File: config.mk
export PLATFORM = sky130hd
export DESIGN_NAME = hazard_ctrl_flat
export DESIGN_NICKNAME = d
export VERILOG_FILES = /design/src/rtl/hazard_if.sv /design/src/rtl/hazard_ctrl.sv /design/src/flat_wrapper.sv
export SDC_FILE = /design/constraint.sdc
export NUM_CORES = 1
export LEC_CHECK = 0
export CAP_MARGIN = 10
export CORE_AREA = 2 2 39 41
export DETAILED_ROUTE_END_ITERATION = 10
export DIE_AREA = 0 0 41 43
export MAX_ROUTING_LAYER = met4
export PLACE_DENSITY = 0.54
export REMOVE_ABC_BUFFERS = 1
export SLEW_MARGIN = 10
export SYNTH_ARGS = -nofsm -noshare
export SYNTH_HDL_FRONTEND = slang
export SYNTH_SLANG_ARGS = --single-unit
File: constraint.sdc
create_clock -name vclk -period 2.3
set_input_delay 0.69 -clock vclk [all_inputs]
set_output_delay 0.69 -clock vclk [all_outputs]
set_load 0.005 [all_outputs]
File: src/rtl/hazard_if.sv
// hazard_if: pipeline-to-hazard-controller signal bundle; master = pipeline, slave = hazard_ctrl.
interface hazard_if #(parameter int NUM_SRC = 2);
  logic                   IDEX_valid;
  logic                   IDEX_mem_read;
  logic [4:0]             IDEX_rd;
  logic [5*NUM_SRC-1:0]   IFID_rs;
  logic [NUM_SRC-1:0]     IFID_rs_used;
  logic                   branch_taken;
  logic                   ex_busy;
  logic                   stall_if;
  logic                   stall_id;
  logic                   bubble_ex;
  logic                   flush_if;
  logic                   hold_all;
  modport master (
    output IDEX_valid, IDEX_mem_read, IDEX_rd, IFID_rs, IFID_rs_used, branch_taken, ex_busy,
    input  stall_if, stall_id, bubble_ex, flush_if, hold_all
  );
  modport slave (
    input  IDEX_valid, IDEX_mem_read, IDEX_rd, IFID_rs, IFID_rs_used, branch_taken, ex_busy,
    output stall_if, stall_id, bubble_ex, flush_if, hold_all
  );
endinterface

File: src/rtl/hazard_ctrl.sv
// hazard_ctrl: load-use / branch-flush / multi-cycle-hold arbiter for the rv32i pipeline.
// Optional stall performance counter enabled by defining HAZARD_PERF_EN.
module hazard_ctrl #(
  parameter int NUM_SRC  = 2,
  parameter int LOAD_LAT = 1,
  parameter int CNT_W    = 32
) (
  input  logic             clk,
  input  logic             r_n,
  hazard_if.slave          hz
`ifdef HAZARD_PERF_EN
  ,
  output logic [CNT_W-1:0] stall_cnt
`endif
);
  localparam int SBN = (LOAD_LAT > 1) ? LOAD_LAT - 1 : 1;
  logic [SBN-1:0] sb_v;
  logic [4:0]     sb_rd [SBN];
  logic           idex_load;
  logic           match;
  logic           stall;
  assign idex_load = hz.IDEX_valid & hz.IDEX_mem_read;
  always_comb begin
    match = 1'b0;
    for (int k = 0; k < NUM_SRC; k++) begin
      if (hz.IFID_rs_used[k] && hz.IFID_rs[5*k +: 5] != 5'd0) begin
        if (idex_load && hz.IFID_rs[5*k +: 5] == hz.IDEX_rd) match = 1'b1;
        for (int j = 0; j < SBN; j++)
          if (sb_v[j] && hz.IFID_rs[5*k +: 5] == sb_rd[j]) match = 1'b1;
      end
    end
  end
  // Outputs are forced low the instant reset asserts, independent of the clock.
  assign hz.hold_all  = r_n & hz.ex_busy;
  assign hz.flush_if  = r_n & ~hz.ex_busy & hz.branch_taken;
  assign hz.bubble_ex = r_n & ~hz.ex_busy & (hz.branch_taken | match);
  assign stall        = r_n & ~hz.ex_busy & ~hz.branch_taken & match;
  assign hz.stall_if  = stall;
  assign hz.stall_id  = stall;
  if (LOAD_LAT > 1) begin : g_sb
    always_ff @(posedge clk or negedge r_n) begin
      if (!r_n) begin
        sb_v <= '0;
        for (int j = 0; j < SBN; j++) sb_rd[j] <= 5'd0;
      end else if (!hz.ex_busy) begin
        sb_v[0]  <= idex_load & (hz.IDEX_rd != 5'd0) & ~hz.branch_taken;
        sb_rd[0] <= hz.IDEX_rd;
        for (int j = 1; j < SBN; j++) begin
          sb_v[j]  <= sb_v[j-1];
          sb_rd[j] <= sb_rd[j-1];
        end
      end
    end
  end else begin : g_nosb
    assign sb_v     = '0;
    assign sb_rd[0] = 5'd0;
  end
`ifdef HAZARD_PERF_EN
  always_ff @(posedge clk or negedge r_n) begin
    if (!r_n) stall_cnt <= '0;
    else if (stall && !(&stall_cnt)) stall_cnt <= stall_cnt + CNT_W'(1);
  end
`endif
endmodule

File: src/flat_wrapper.sv
// flat-port wrapper written by rule: the top's interface ports become plain ports
module hazard_ctrl_flat 
#(
  parameter int NUM_SRC  = 2,
  parameter int LOAD_LAT = 1,
  parameter int CNT_W    = 32
)
  (clk, r_n, hz_IDEX_valid, hz_IDEX_mem_read, hz_IDEX_rd, hz_IFID_rs, hz_IFID_rs_used, hz_branch_taken, hz_ex_busy, hz_stall_if, hz_stall_id, hz_bubble_ex, hz_flush_if, hz_hold_all);
  hazard_if #(.NUM_SRC(NUM_SRC)) hz_i ();
  input  logic clk;
  input  logic r_n;
  input wire logic [$bits(hz_i.IDEX_valid)-1:0] hz_IDEX_valid;
  input wire logic [$bits(hz_i.IDEX_mem_read)-1:0] hz_IDEX_mem_read;
  input wire logic [$bits(hz_i.IDEX_rd)-1:0] hz_IDEX_rd;
  input wire logic [$bits(hz_i.IFID_rs)-1:0] hz_IFID_rs;
  input wire logic [$bits(hz_i.IFID_rs_used)-1:0] hz_IFID_rs_used;
  input wire logic [$bits(hz_i.branch_taken)-1:0] hz_branch_taken;
  input wire logic [$bits(hz_i.ex_busy)-1:0] hz_ex_busy;
  output wire logic [$bits(hz_i.stall_if)-1:0] hz_stall_if;
  output wire logic [$bits(hz_i.stall_id)-1:0] hz_stall_id;
  output wire logic [$bits(hz_i.bubble_ex)-1:0] hz_bubble_ex;
  output wire logic [$bits(hz_i.flush_if)-1:0] hz_flush_if;
  output wire logic [$bits(hz_i.hold_all)-1:0] hz_hold_all;
  assign hz_i.IDEX_valid = hz_IDEX_valid;
  assign hz_i.IDEX_mem_read = hz_IDEX_mem_read;
  assign hz_i.IDEX_rd = hz_IDEX_rd;
  assign hz_i.IFID_rs = hz_IFID_rs;
  assign hz_i.IFID_rs_used = hz_IFID_rs_used;
  assign hz_i.branch_taken = hz_branch_taken;
  assign hz_i.ex_busy = hz_ex_busy;
  assign hz_stall_if = hz_i.stall_if;
  assign hz_stall_id = hz_i.stall_id;
  assign hz_bubble_ex = hz_i.bubble_ex;
  assign hz_flush_if = hz_i.flush_if;
  assign hz_hold_all = hz_i.hold_all;
  hazard_ctrl #(.NUM_SRC(NUM_SRC), .LOAD_LAT(LOAD_LAT), .CNT_W(CNT_W)) u_core (.clk(clk), .r_n(r_n), .hz(hz_i));
endmodule
==> reports/results.ini, run 1 <==
[run_status]
outcome=complete, but fails checks
violations=negative setup slack

[floorplanning]
core_um2=1380
rows=14
die-area_um2=1760
ios=28
start_util_pct=13.7
die_y_um=43
die-width_um=41

[worst_setup_path]
start_kind=input port
startpoint=hz_ex_busy
worstPathArrival_ps=1820
crit_type=in -> out
end_kind=output pin
path_max_fanout=3
cp_slowest_cell=nand4b_1
crit_top_cell=buf_4
required_ps=1610
cpPeakStageDelay_ps=190
path_cells=buf_6 > nand4b_1 > buf_4 > nor3_2 > o2111ai_2 > buf_4 > a21oi_4 > buf_2

[route]
wl_um=841
drtIter0Drc=0
wl_per_cell_um=11.1
drt-pass1-iter-count=1
num_vias=319
drc_errors=0
final_antenna_net_count=0
via_per_inst=4.20

[final_layout]
nNetsFinal=85
seqCellArea_um2=0
drive_gt1_share_pct=53.3
final_cell_mix=buf_2 (9), xor2_1 (7), dlygate4sd2_1 (7), buf_4 (7), buf_6 (6)
n_fill_cell=152
instances_no_fill=76
num-clock-buffers=0
nFlopsAndLatches=0
multi_input_area_um2=226
diodes=0
layout_commonest_cell=buf_2
areaGrowthSynthToFinish_pct=179

[timing]
slew_headroom_pct=86.5
final.period_utilization_pct=109
min_period_ps=2510
tightest_slew_ps=201
finalSetupViolations=3
maxClockFrequency_mhz=398
grt_setup_unrepaired=yes
final-max-slew-violation-count=0
finalSetupTns_ps=-540
holdWs_ps=1690
hold_viol=0
worst_slack_ps=-213

[power_and_ir_drop]
powerDensity_nw_per_um2=131
p_sw_share_pct=41.0
power_frac_seq_pct=0
p_leak_uw=0.000251
power_frac_clock_pct=0
p_comb_share_pct=100.0
ir_worst_vdd_mv=0.0520
power.switching_uw=28.4
internal-power_uw=41.0

[global_routing]
grt_pass1_vias=307
overflow=0
grt_max_degree=4
grt_use_total_pct=9.72
grt_pass1_wl_um=1240
grt_antenna_before_repair=0

[yosys]
seq_area_frac_synth_pct=0
ys.warnings.count=0
synth_cell_type_count=16
netlist_instances=26
syn_avg_cell_area_um2=7.31
syn-cell-area_um2=190

[hold_path]
worstHoldStart=hz_branch_taken
hold_path.class=in -> out

[placement]
place_congestion=0.620
port_buffers=27
dp.cells=71
dp_hpwl_um=615

[run]
drv_cap=0

[clock_network]
cts_hold_buf=0

[power groups by stage]
stage          Sequential (uW)  Clock, uW  Combinational [uW]
3_3_place_gp                 0          0                72.6
4_1_cts                      0          0                66.7
5_1_grt                      0          0                75.7
6_report                     0          0                69.4
2_1_floorplan                0          0                17.7
3_5_place_dp                 0          0                72.3
[final cells by class]
type                            instances  area share, %
Multi-Input combinational cell         24           42.7
Timing Repair Buffer                   35           52.8
Inverter                                1          0.708
Tap cell                               16           3.77
[through the flow]
stage / setup slack (ps) / util (%) / power, uW / cell area [um^2]
final: -213 / 38.3 / 69.4 / 531
after global placement: -907 / 35.8 / 72.6 / 495
after detailed placement: -903 / 35.8 / 72.3 / 495
after floorplan: 160 / - / 17.7 / 183
after CTS: -165 / 37.1 / 66.7 / 513
after global routing: -267 / 38.3 / 75.7 / 531
[worst max-delay path, delay by kind of cell]
kind | cells | cell delay (ps)
AO/OA/AOI/OAI | 2 | 270
buffers and inverters | 4 | 540
AND/OR/NAND/NOR | 2 | 310
[worst paths after layout]
kind	end	depth (start not counted)
setup / recovery	hz_stall_id	8
hold / removal	hz_stall_if	3
[timing repair]
| action | in CTS | in global routing |
|---|---|---|
| gates cloned | 0 | 0 |
| endpoints found under the hold margin | 0 | 0 |
| pin swaps | 18 | 9 |
| setup buffers | 4 | 1 |
| resized for setup | 83 | 8 |
| setup endpoints to repair | 5 | 4 |
[kinds of logic (layout without fill, tap and decap cells)]
| group | Yosys count | in the layout | synth area share [%] |
|---|---|---|---|
| AO/OA/AOI/OAI | 5 | 5 | 16.4 |
| XOR/XNOR | 8 | 8 | 36.8 |
| AND/OR/NAND/NOR | 11 | 11 | 40.8 |
| buffers and inverters | 2 | 36 | 5.92 |
[metal layers]
metal | GRT usage, % | share of wire (%) | up-vias
li1 | - | - | 166
met1 | 12.3 | 41 | 140
met2 | 17.5 | 52 | 13
met3 | 0 | 6.7 | 0
met4 | 0 | 0 | 0
met5 | - | 0 | -
[cells in the mapped netlist]
cell       count  share of area, %
o2111ai_1      1               4.6
a21oi_1        1               2.6
nor2_1         2               3.9
buf_4          1               3.9
nor3_1         1               2.6
nor4_1         2               6.6
and2_1         1               3.3
and3b_1        1               4.6
nor4_2         1               6.6
inv_1          1               2.0
o21ai_0        2               5.3
xor2_1         7                32
nand3b_1       1               3.9
a21boi_0       1               3.9
xnor2_1        1               4.6
nand4b_1       2               9.2
No activity file was read; power rests on OpenSTA's default activity.
==> inputs of run 2 (changes only) <==
CELL_PAD_IN_SITES_DETAIL_PLACEMENT = 1   (was unset)
CELL_PAD_IN_SITES_GLOBAL_PLACEMENT = 1   (was unset)
CORE_AREA = unset   (was 2 2 39 41)
CORE_MARGIN = 1   (was unset)
CORE_UTILIZATION = 14   (was unset)
DIE_AREA = unset   (was 0 0 41 43)
PLACE_DENSITY = 0.82   (was 0.54)
==> run 2 against run 1 <==
  * The run still ends with negative setup slack left
  * Largest cell class unchanged
  * Critical path depth shrank 1
  * Core utilization grew 5.3 points
  * Worst hold slack gained 13 ps
  * Setup slack gained 37 ps
  * Die area shrank 14%
==> reports/results.ini, run 2 (synthesis results as in run 1) <==
[route]
drc_errors=0
dr.max_layer_used=met3
via_per_inst=4.45
wl_met3_um=74
drt-pass1-iter-count=4
final_antenna_net_count=0
drtIter0Drc=12
dr_wl_met2_um=466
wl_um=897
num_vias=316
wl_per_cell_um=12.6
m1WireLength_um=356

[timing]
slew_headroom_pct=86.8
worst_slack_ps=-176
finalSetupTns_ps=-382
grt_setup_unrepaired=yes
min_period_ps=2480
finalSetupViolations=3
final-max-slew-violation-count=0
final.period_utilization_pct=108
tightest_slew_ps=197
maxClockFrequency_mhz=404
hold_viol=0

[floorplanning]
core_um2=1190
die_y_um=38.9
die-width_um=38.9
rows=12
start_util_pct=16.0
ios=28
die-area_um2=1510

[final_layout]
seqCellArea_um2=0
areaGrowthSynthToFinish_pct=172
nNetsFinal=82
drive_gt1_share_pct=54.4
layout_commonest_cell=buf_2
n_fill_cell=155
nFlopsAndLatches=0
final_cell_mix=buf_2 (9), buf_6 (7), dlygate4sd2_1 (7)
num-clock-buffers=0
diodes=0

[placement]
post-place-ws_ps=-972
place_congestion=0.673
dp_hpwl_um=700
port_buffers=27

[run_status]
violations=negative setup slack
outcome=complete, but fails checks

[run]
drv_cap=0

[worst_setup_path]
path_max_fanout=2
end_kind=output pin
required_ps=1610
start_kind=input port
worstPathArrival_ps=1790
crit_type=in -> out

[power_and_ir_drop]
p_sw_share_pct=42.5
internal-power_uw=41.1
powerDensity_nw_per_um2=138
p_comb_share_pct=100.0
ir_worst_vdd_mv=0.0564
p_leak_uw=0.000241
power_frac_clock_pct=0
power.switching_uw=30.4
power_frac_seq_pct=0

[global_routing]
grt_pass1_vias=329
grt_use_total_pct=12.6
grt_antenna_before_repair=0
grt_pass1_wl_um=1340
overflow=0
grt_max_degree=4

[hold_path]
hold_path.class=in -> out

-- run 2: cell count changes in the layout (fill, tap and decap cells not counted), sizes merged --
cell | previous run | this run
buf | 22 | 19
-- run 2: critical path: stages --
cell	delay, ps
buf_6	90
xor2_2	160
nor4_2	260
nand4b_1	180
a21oi_2	190
buf_4	130
buf_6	80
-- run 2: what timing repair did --
item | 4_1_cts | 5_1_grt
endpoints found under the setup margin | 5 | 4
pin swaps | 15 | 8
hold buffers | 0 | 0
setup buffers | 1 | 1
gates resized for setup | 85 | 8
hold endpoints to repair | 0 | 0
-- run 2: power by group through the flow --
stage | Sequential (uW) | Clock [uW] | Combinational (uW)
2_1_floorplan | 0 | 0 | 17.7
5_1_grt | 0 | 0 | 77.4
3_3_place_gp | 0 | 0 | 71.5
4_1_cts | 0 | 0 | 70.9
6_report | 0 | 0 | 71.5
3_5_place_dp | 0 | 0 | 72.7
-- run 2: final cells by class --
cell class,count,area [um^2],area share (%)
inverter,1,3.75,0.725
multi-input combinational,24,235,45.4
tap,14,17.5,3.38
timing repair buffer,32,262,50.5
-- run 2: through the flow --
step                instances  hold slack (ps)  utilization (%)  area, um^2  total power [uW]
floorplan                  25             1420                -         183              17.7
global placement           69             2340             41.6         493              71.5
detailed placement         69             2360             41.6         493              72.7
CTS                        70             1900             43.1         512              70.9
global route               71             1710             43.7         518              77.4
finish                     71             1710             43.7         518              71.5
-- run 2: layer usage --
metal,vias to the layer above,track usage [%]
li1,157,-
met1,142,14.6
met2,17,25.0
met3,0,0.578
met4,0,0
met5,-,-
-- run 2: path summary, 6_finish.rpt --
path                             from     endpoint  slack (ps)  depth (start not counted)
worst max-delay path    hz_IFID_rs[7]  hz_stall_if        -180                          7
worst min-delay path  hz_branch_taken  hz_stall_id        1710                          3
==> inputs of run 3 (changes only) <==
TNS_END_PERCENT = 100   (was unset)
==> results of run 3 <==
Final layout, timing and power as in run 2 (identical DEF).
